`config.mk`:
```
export PLATFORM = sky130hd
export DESIGN_NAME = wb_cmd_master
export DESIGN_NICKNAME = d
export VERILOG_FILES = /design/src/rtl/wb_cmd_master.sv
export SDC_FILE = /design/constraint.sdc
export NUM_CORES = 1
export LEC_CHECK = 0
export CAP_MARGIN = 25
export CORE_ASPECT_RATIO = 1.25
export CORE_MARGIN = 2
export CORE_UTILIZATION = 30
export CTS_CLUSTER_DIAMETER = 50
export DETAILED_ROUTE_END_ITERATION = 7
export PLACE_DENSITY = 0.66
export REMOVE_ABC_BUFFERS = 1
export SLEW_MARGIN = 20
export SYNTH_ARGS = -nofsm -noshare
export SYNTH_HDL_FRONTEND = slang
export SYNTH_SLANG_ARGS = --single-unit
```
`constraint.sdc`:
```
create_clock -name clk_i -period 1.9 [get_ports clk_i]
set_clock_uncertainty 0.15 [all_clocks]
set_input_delay 0.19 -clock clk_i [delete_from_list [all_inputs] [get_ports clk_i]]
set_output_delay 0.19 -clock clk_i [all_outputs]
set_load 0.02 [all_outputs]
```
`src/rtl/wb_cmd_master.sv`:
```
// wb_cmd_master
// Wishbone initiator that turns a host byte-command stream into single
// read/write cycles on an 8-bit data, 4-bit address register bus. Every
// command produces exactly one response byte, and every bus cycle is
// guarded by an ack timeout.
//
// Command format: header byte {we, 3'bx, adr[3:0]}; a write is followed
// by one data byte, a read is header only.
//
// Ports
//   clk_i, rst_i          clock, synchronous active-high reset
//   cmd_data/valid/ready  host command byte stream (input side)
//   rsp_data/err/valid/ready  host response byte stream (output side)
//   busy                  high whenever the FSM is not idle
//   stb_o, we_o, adr_o, dat_o  bus request toward the register slave
//   dat_i, ack_i          bus read data and acknowledge from the slave
//
// Parameters
//   STB_PULSE  1: strobe for one cycle, then wait for ack with strobe low
//              0: classic mode, strobe held until ack
//   TIMEOUT    ack wait limit in cycles from the strobe edge (2..255)

module wb_cmd_master #(
    parameter bit          STB_PULSE = 1'b1,
    parameter int unsigned TIMEOUT   = 255
) (
    input  logic       clk_i,
    input  logic       rst_i,
    input  logic [7:0] cmd_data,
    input  logic       cmd_valid,
    output logic       cmd_ready,
    output logic [7:0] rsp_data,
    output logic       rsp_err,
    output logic       rsp_valid,
    input  logic       rsp_ready,
    output logic       busy,
    output logic       stb_o,
    output logic       we_o,
    output logic [3:0] adr_o,
    output logic [7:0] dat_o,
    input  logic [7:0] dat_i,
    input  logic       ack_i
);

    typedef enum logic [2:0] {
        S_IDLE,
        S_GET_DATA,
        S_BUS,
        S_WAIT,
        S_RESP
    } state_t;

    // The counter is cleared on the strobe edge T and incremented on every
    // WAIT edge, so on edge T+k it holds k-1 before the update. Firing on
    // TIMEOUT-1 therefore lands the timeout response exactly on T+TIMEOUT.
    localparam logic [7:0] TMO_LAST = 8'(TIMEOUT - 1);

    state_t     r_state;
    logic [7:0] r_cnt;
    logic       r_stb;
    logic       r_we;
    logic [3:0] r_adr;
    logic [7:0] r_dat;
    logic [7:0] r_rsp_data;
    logic       r_rsp_err;
    logic       r_rsp_valid;

    // Header bits 6:4 carry no meaning.
    logic w_hdr_unused;
    assign w_hdr_unused = ^cmd_data[6:4];

    always_ff @(posedge clk_i) begin
        if (rst_i) begin
            r_state     <= S_IDLE;
            r_cnt       <= 8'd0;
            r_stb       <= 1'b0;
            r_we        <= 1'b0;
            r_adr       <= 4'd0;
            r_dat       <= 8'd0;
            r_rsp_data  <= 8'd0;
            r_rsp_err   <= 1'b0;
            r_rsp_valid <= 1'b0;
        end else begin
            case (r_state)
                S_IDLE: begin
                    if (cmd_valid) begin
                        r_we    <= cmd_data[7];
                        r_adr   <= cmd_data[3:0];
                        r_state <= cmd_data[7] ? S_GET_DATA : S_BUS;
                    end
                end
                S_GET_DATA: begin
                    if (cmd_valid) begin
                        r_dat   <= cmd_data;
                        r_state <= S_BUS;
                    end
                end
                S_BUS: begin
                    r_stb   <= 1'b1;
                    r_cnt   <= 8'd0;
                    r_state <= S_WAIT;
                end
                S_WAIT: begin
                    // Ack is checked first so it wins over a coincident timeout.
                    if (ack_i) begin
                        r_stb       <= 1'b0;
                        r_rsp_data  <= r_we ? 8'h00 : dat_i;
                        r_rsp_err   <= 1'b0;
                        r_rsp_valid <= 1'b1;
                        r_state     <= S_RESP;
                    end else if (r_cnt == TMO_LAST) begin
                        r_stb       <= 1'b0;
                        r_rsp_data  <= 8'h00;
                        r_rsp_err   <= 1'b1;
                        r_rsp_valid <= 1'b1;
                        r_state     <= S_RESP;
                    end else begin
                        r_cnt <= r_cnt + 8'd1;
                        if (STB_PULSE) begin
                            r_stb <= 1'b0;
                        end
                    end
                end
                S_RESP: begin
                    if (rsp_ready) begin
                        r_rsp_valid <= 1'b0;
                        r_state     <= S_IDLE;
                    end
                end
                default: begin
                    r_state <= S_IDLE;
                end
            endcase
        end
    end

    // cmd_ready is gated by rst_i so no byte is taken during reset.
    assign cmd_ready = !rst_i && ((r_state == S_IDLE) || (r_state == S_GET_DATA));
    assign busy      = (r_state != S_IDLE);
    assign rsp_data  = r_rsp_data;
    assign rsp_err   = r_rsp_err;
    assign rsp_valid = r_rsp_valid;
    assign stb_o     = r_stb;
    assign we_o      = r_we;
    assign adr_o     = r_adr;
    assign dat_o     = r_dat;

endmodule

```
==> results of run 1 <==
stage by stage:
| step | util | instance area (um2) |
|---|---|---|
| after global routing | 0.456 | 2190 |
| after detailed placement | 0.438 | 2100 |
| final | 0.456 | 2190 |
| after floorplan | - | 1470 |
| after global placement | 0.438 | 2100 |
| after CTS | 0.455 | 2180 |
worst max path at each step:
| stage | to | slack (ns) |
|---|---|---|
| after floorplan | rsp_data[0] | 0.22 |
| after global placement | r_cnt[6] | 0.05 |
| after detailed placement | r_cnt[6] | 0.02 |
| after CTS | busy | 0.05 |
| after global routing | r_cnt[6] | 0.03 |
| final | busy | 0.11 |
metal layers:
layer | vias up | GRT usage | routed length [um]
met3 | 7 | 0.0569 | 257
met4 | 0 | 0.0538 | 69
met2 | 43 | 0.213 | 1620
met1 | 633 | 0.166 | 1610
met5 | - | 0 | 0
li1 | 676 | - | -
area by class of cell:
type / instances / area (um2)
clock inverter: 2 / 12.5
clock buffer: 6 / 72.6
fill: 459 / 2610
multi-input combinational: 109 / 757
inverter: 4 / 15.0
sequential: 35 / 702
tap: 60 / 75.1
timing repair buffer: 59 / 556
cell families after synthesis:
family,after synthesis
AOI/OAI and AO/OA,39
xor gates and xnor gates,1
adders and majority gates,2
buffers and inverters,11
DFF,35
muxes,14
and+or+nand+nor,53
report_power, final:
| group | total [uW] | switching (uW) | internal [uW] |
|---|---|---|---|
| clock | 527 | 271 | 256 |
| combinational | 248 | 119 | 129 |
| sequential | 780 | 23.0 | 757 |
| total | 1550 | 413 | 1140 |
cell usage in the layout, fill, tap and decap left out, drive strengths merged, types with 2 or more instances in the layout:
cell type,n
dfxtp,35
inv,4
nand4,2
o21ba,2
clkbuf,6
mux2i,14
nor2,20
nor3,4
a311oi,3
or3,2
o21ai,6
a211oi,3
nand3,3
o211ai,2
nand2,7
nand3b,2
a22o,8
a21oi,11
buf,13
clkdlybuf4s50,44
nor2b,3
ha,2
dlygate4sd2,2
and3,3
state kept, by name (all words and copies together) (netlist names):
register,cells
dat_o,8
r_cnt,8
rsp_data,8
adr_o,4
r_state,3
rsp_err,1
rsp_valid,1
stb_o,1
we_o,1
worst max-delay path, delay by kind of cell (launching register included):
kind / cells / cell delay [ns]
simple gates: 1 / 0.40
flops: 1 / 0.42
buf+inv: 1 / 0.35
==> metrics.csv, run 1 <==
stage,metric,value,unit
outcome,outcome,"complete, no violations",
synthesis,XOR/XNOR Fraction of Synth Area,0.00580,
drt,Via Count,1359,
drt,remaining antenna violation count,0,
floorplanning,IO Count,47,
worst_hold_path,worst hold endpoint,rsp_data[0],
global_route,initial antenna violation count,0,
worst_setup_path,critical path class,reg2out,
worst_setup_path,CP arrival,1.45,ns
cts,Post-CTS Hold Fix Bufs,0,
synthesis,synthesized instance count,155,
synthesis,Cell variety after synth,42,
cts,clk root buf,clkbuf_8,
floorplanning,die height,83.3,um
cts,Max Root-Sink Buffers,2,
worst_setup_path,Worst R2R End,r_cnt[6],
run,max cap viols,0,
sta,Slew Limit Fails,0,
worst_setup_path,worst path required time,1.56,ns
worst_setup_path,reg2reg start,r_state[2],
synthesis,largest family of logic cells by synthesized area,simple AND/OR/NAND/NOR gates,
synthesis,top cell type's share of synthesized area,0.464,
placement,I/O Buffers,46,
synthesis,Synth Cell Area,0.00151,mm2
drt,1st-iter DRT viols,54,
worst_hold_path,Min-Delay Path Class,reg2reg,
cts,H-tree depth,2,
synthesis,Yosys reg bits,35,
synthesis,mux cell area share after synthesis,0.0929,
placement,Setup WS pre-CTS,0.0230,ns
finish,area grow syn2layout,45.1,%
power,Max rail drop VDD,466,uV
synthesis,most used flip-flop cell after synthesis,dfxtp_1,
worst_hold_path,hold path depth,1,
power,Leakage,0.000822,uW
floorplanning,row cnt,28,
floorplanning,Core Box Area,0.00480,mm2
synthesis,post-synthesis adder-cell area fraction,0.0166,
sta,Fin Setup TNS,0,ns
synthesis,Mean Syn Cell Area,9.74,um2
global_route,largest net degree at the start of global routing,21,
worst_setup_path,slowest cell delay on critical path,0.42,ns
cts,CTS Buf Count,5,
synthesis,post-synth top area cell,dfxtp_1,
worst_setup_path,"Critical Path, Cell by Cell",or3_1 > dlygate4sd2_1,
global_route,total global routing overflow,0,
finish,# nets final,237,
synthesis,"Seq/Total Area, Yosys",0.464,
floorplanning,DIE WIDTH,67.4,um
power,total power draw,1550,uW
sta,RSZ-0062 raised after global routing,no,
drt,total wire length,3.56,mm
worst_setup_path,r2r worst-path depth,5,
finish,Antenna Cells,0,
synthesis,"top cells by area, synth","dfxtp_1 (46%), mux2i_1 (9.3%), nor2_1 (4.7%)",
sta,final worst path period need,1.79,ns
drt,drt first pass iters,4,
cts,CTS tree,done,
worst_setup_path,slowest cell on the critical path,dfxtp_1,
global_route,vias in the first global route,1327,
finish,fraction of layout instances using a drive strength above 1,0.149,
worst_setup_path,Startpoint Class,flip-flop,
synthesis,most numerous cell in the Yosys netlist,dfxtp_1,
floorplanning,die area,0.00562,mm2
synthesis,most frequent cells after synthesis,"dfxtp_1 (35), nor2_1 (19), mux2i_1 (14)",
drt,Via density,4.94,
synthesis,Synth Warn #,0,
sta,worst hold slack,0.330,ns
synthesis,ys async rst share,0,
sta,Final Hold Vio Count,0,
sta,Tcrit/Tclk final,0.942,
worst_hold_path,Hold Startpoint,rsp_data[0],
global_route,first-pass GRT wire length,5.97,mm
power,power per cell area,710,mW/mm2
drt,Post-route DRC,0,
placement,DP HPWL,2.63,mm
floorplanning,Starting Density,0.314,
synthesis,Post-synth EDFFs,0,
sta,fmax,559,MHz
sta,slew at the pin closest to its max-slew limit,0.361,ns
sta,Rel. slew slack,0.759,
cts,Clock Pin Slew Worst Setup and Hold Paths,0.07,ns
global_route,total track usage,0.138,
worst_setup_path,Crit. End Element,output pin,
worst_setup_path,flop2flop setup slack,0.18,ns
cts,worst skew pair latency,0.28,ns
finish,final cell count without fillers,275,
drt,drt wl/cell,12.9,um
synthesis,compound-cell area share of the yosys netlist,0.187,
placement,Placer Congestion,0.810,
worst_setup_path,Crit Path Max Fanout,11,
sta,fin worst setup slack,0.110,ns
placement,placed cell count,267,
worst_setup_path,crit path launch,r_state[1],
sta,setup violators final,0,
synthesis,Synth Area in Simple Gates,0.197,
cts,Resize count post-CTS,2,
cts,"Setup Fix Bufs, Post-CTS",0,
cts,clk sink count,35,
No activity file was read; power rests on OpenSTA's default activity.
==> inputs of run 2 (changes only) <==
--- a/config.mk
+++ b/config.mk
@@ -11,7 +11,8 @@
 export CORE_UTILIZATION = 30
 export CTS_CLUSTER_DIAMETER = 50
 export DETAILED_ROUTE_END_ITERATION = 7
-export PLACE_DENSITY = 0.66
+export PLACE_DENSITY = 0.67
+export RECOVER_POWER = 50
 export REMOVE_ABC_BUFFERS = 1
 export SLEW_MARGIN = 20
 export SYNTH_ARGS = -nofsm -noshare
==> metrics.csv, run 2 (synthesis gave the netlist of run 1 again) <==
stage,metric,value,unit
outcome,outcome,"complete, no violations",
cts,CTS Buf Count,5,
placement,I/O Buffers,46,
drt,Post-route DRC,0,
sta,Final Hold Vio Count,0,
power,Gate power share,0.159,
floorplanning,DIE WIDTH,67.4,um
global_route,met1 Usage GRT,0.175,
placement,placed cell count,269,
sta,Rel. slew slack,0.746,
global_route,vias in the first global route,1358,
placement,DP HPWL,2.67,mm
global_route,met3 GRT Util,0.0556,
worst_setup_path,Crit. End Element,output pin,
placement,Placer Congestion,0.833,
cts,clk sink count,35,
drt,total wire length,3.63,mm
floorplanning,die height,83.3,um
cts,CTS tree,done,
global_route,total global routing overflow,0,
sta,Fin Setup TNS,0,ns
cts,Post-CTS Hold Fix Bufs,0,
finish,fraction of layout instances using a drive strength above 1,0.139,
power,Net Switching,389,uW
worst_setup_path,CP arrival,1.42,ns
power,Leakage,0.000903,uW
cts,Max Root-Sink Buffers,2,
cts,worst skew pair latency,0.28,ns
sta,worst hold slack,0.324,ns
global_route,initial antenna violation count,0,
finish,final cell count without fillers,276,
floorplanning,die area,0.00562,mm2
drt,1st-iter DRT viols,75,
drt,remaining antenna violation count,0,
worst_setup_path,Crit Path Max Fanout,8,
sta,slew at the pin closest to its max-slew limit,0.382,ns
global_route,largest net degree at the start of global routing,28,
sta,setup violators final,0,
cts,"Setup Fix Bufs, Post-CTS",0,
drt,drt wl/cell,13.1,um
power,power per cell area,710,mW/mm2
finish,# nets final,239,
floorplanning,row cnt,28,
worst_setup_path,Startpoint Class,flip-flop,
power,Max rail drop VDD,395,uV
worst_setup_path,worst path required time,1.56,ns
floorplanning,Starting Density,0.314,
run,max cap viols,0,
power,Reg power frac,0.499,
global_route,gr busiest metal,met2,
sta,Slew Limit Fails,0,
power,Clock Power Share,0.342,
worst_setup_path,slowest cell on the critical path,or3_1,
finish,Fillers,468,
floorplanning,IO Count,47,
worst_setup_path,critical path class,reg2out,
worst_setup_path,slowest cell delay on critical path,0.43,ns
finish,highest-count cells in the layout ignoring fill and taps,"dfxtp_1 (35), dlygate4sd3_1 (23), clkdlybuf4s50_1 (21)",
global_route,first-pass GRT wire length,6.11,mm
worst_hold_path,Min-Delay Path Class,reg2reg,
cts,Clock Pin Slew Worst Setup and Hold Paths,0.06,ns
floorplanning,Core Box Area,0.00480,mm2
sta,RSZ-0062 raised after global routing,no,
sta,fmax,569,MHz
finish,"Core Util, Final",0.456,
global_route,total track usage,0.140,
finish,area grow syn2layout,45.1,%
cts,clk root buf,clkbuf_8,
worst_setup_path,"Critical Path, Cell by Cell",or3_1 > dlygate4sd2_1,
power,switching share of power,0.250,
drt,Via Count,1359,
sta,Tcrit/Tclk final,0.925,
drt,Via density,4.92,
global_route,GR Util met2,0.211,
power,total internal power,1160,uW
sta,final worst path period need,1.76,ns
finish,"most common cell after layout, fill and taps aside",dfxtp_1,
cts,H-tree depth,2,
drt,drt first pass iters,4,
finish,Antenna Cells,0,
run 2: critical path, delay by kind of cell (launching register included):
kind,cells,cell delay [ns]
flip-flops,1,0.37
AND/OR/NAND/NOR,1,0.43
buffers and inverters,1,0.35
run 2: layout make-up:
| type | instances | area (um2) | share of cell area |
|---|---|---|---|
| multi-input cells | 109 | 748 | 0.342 |
| flip-flops and latches | 35 | 701 | 0.320 |
| repair buffers | 61 | 563 | 0.257 |
| clock buffers | 6 | 82.6 | 0.0377 |
| well taps | 60 | 75.1 | 0.0343 |
| inverters | 4 | 15.0 | 0.00686 |
| clock inverters | 1 | 5.00 | 0.00229 |
run 2: metal layers:
layer	part of all wire	wire, um
met1	0.44	1580
met2	0.47	1720
met3	0.063	230
met4	0.026	95
met5	0	0
run 2: path summary, 6_finish.rpt:
path	endpoint	slack, ns	cells after the start	startpoint
setup / recovery	busy	0.14	2	r_state[2]
hold / removal	rsp_data[4]	0.32	1	rsp_data[4]
setup reg to reg	r_cnt[6]	0.18	5	r_state[0]
hold reg to reg	rsp_data[4]	0.32	1	rsp_data[4]
run 2: power groups by stage:
stage	combinational (uW)	clock (uW)	sequential, uW
after floorplan	93.7	0	816
after global placement	262	0	792
after detailed placement	265	0	792
after CTS	262	558	776
after global routing	269	581	778
final	248	531	775
run 2: metrics by stage:
stage	setup WS (ns)	area (um2)	total power [uW]
5_1_grt	0.0340	2190	1630
6_report	0.143	2190	1550
4_1_cts	0.0466	2200	1600
3_3_place_gp	0.0123	2120	1050
2_1_floorplan	0.223	1470	910
3_5_place_dp	-0.00269	2120	1060
run 2: timing repair:
item                       in CTS  in global routing
resized for setup               2                  1
hold endpoints to repair        0                  0
setup endpoints to repair       2                  8
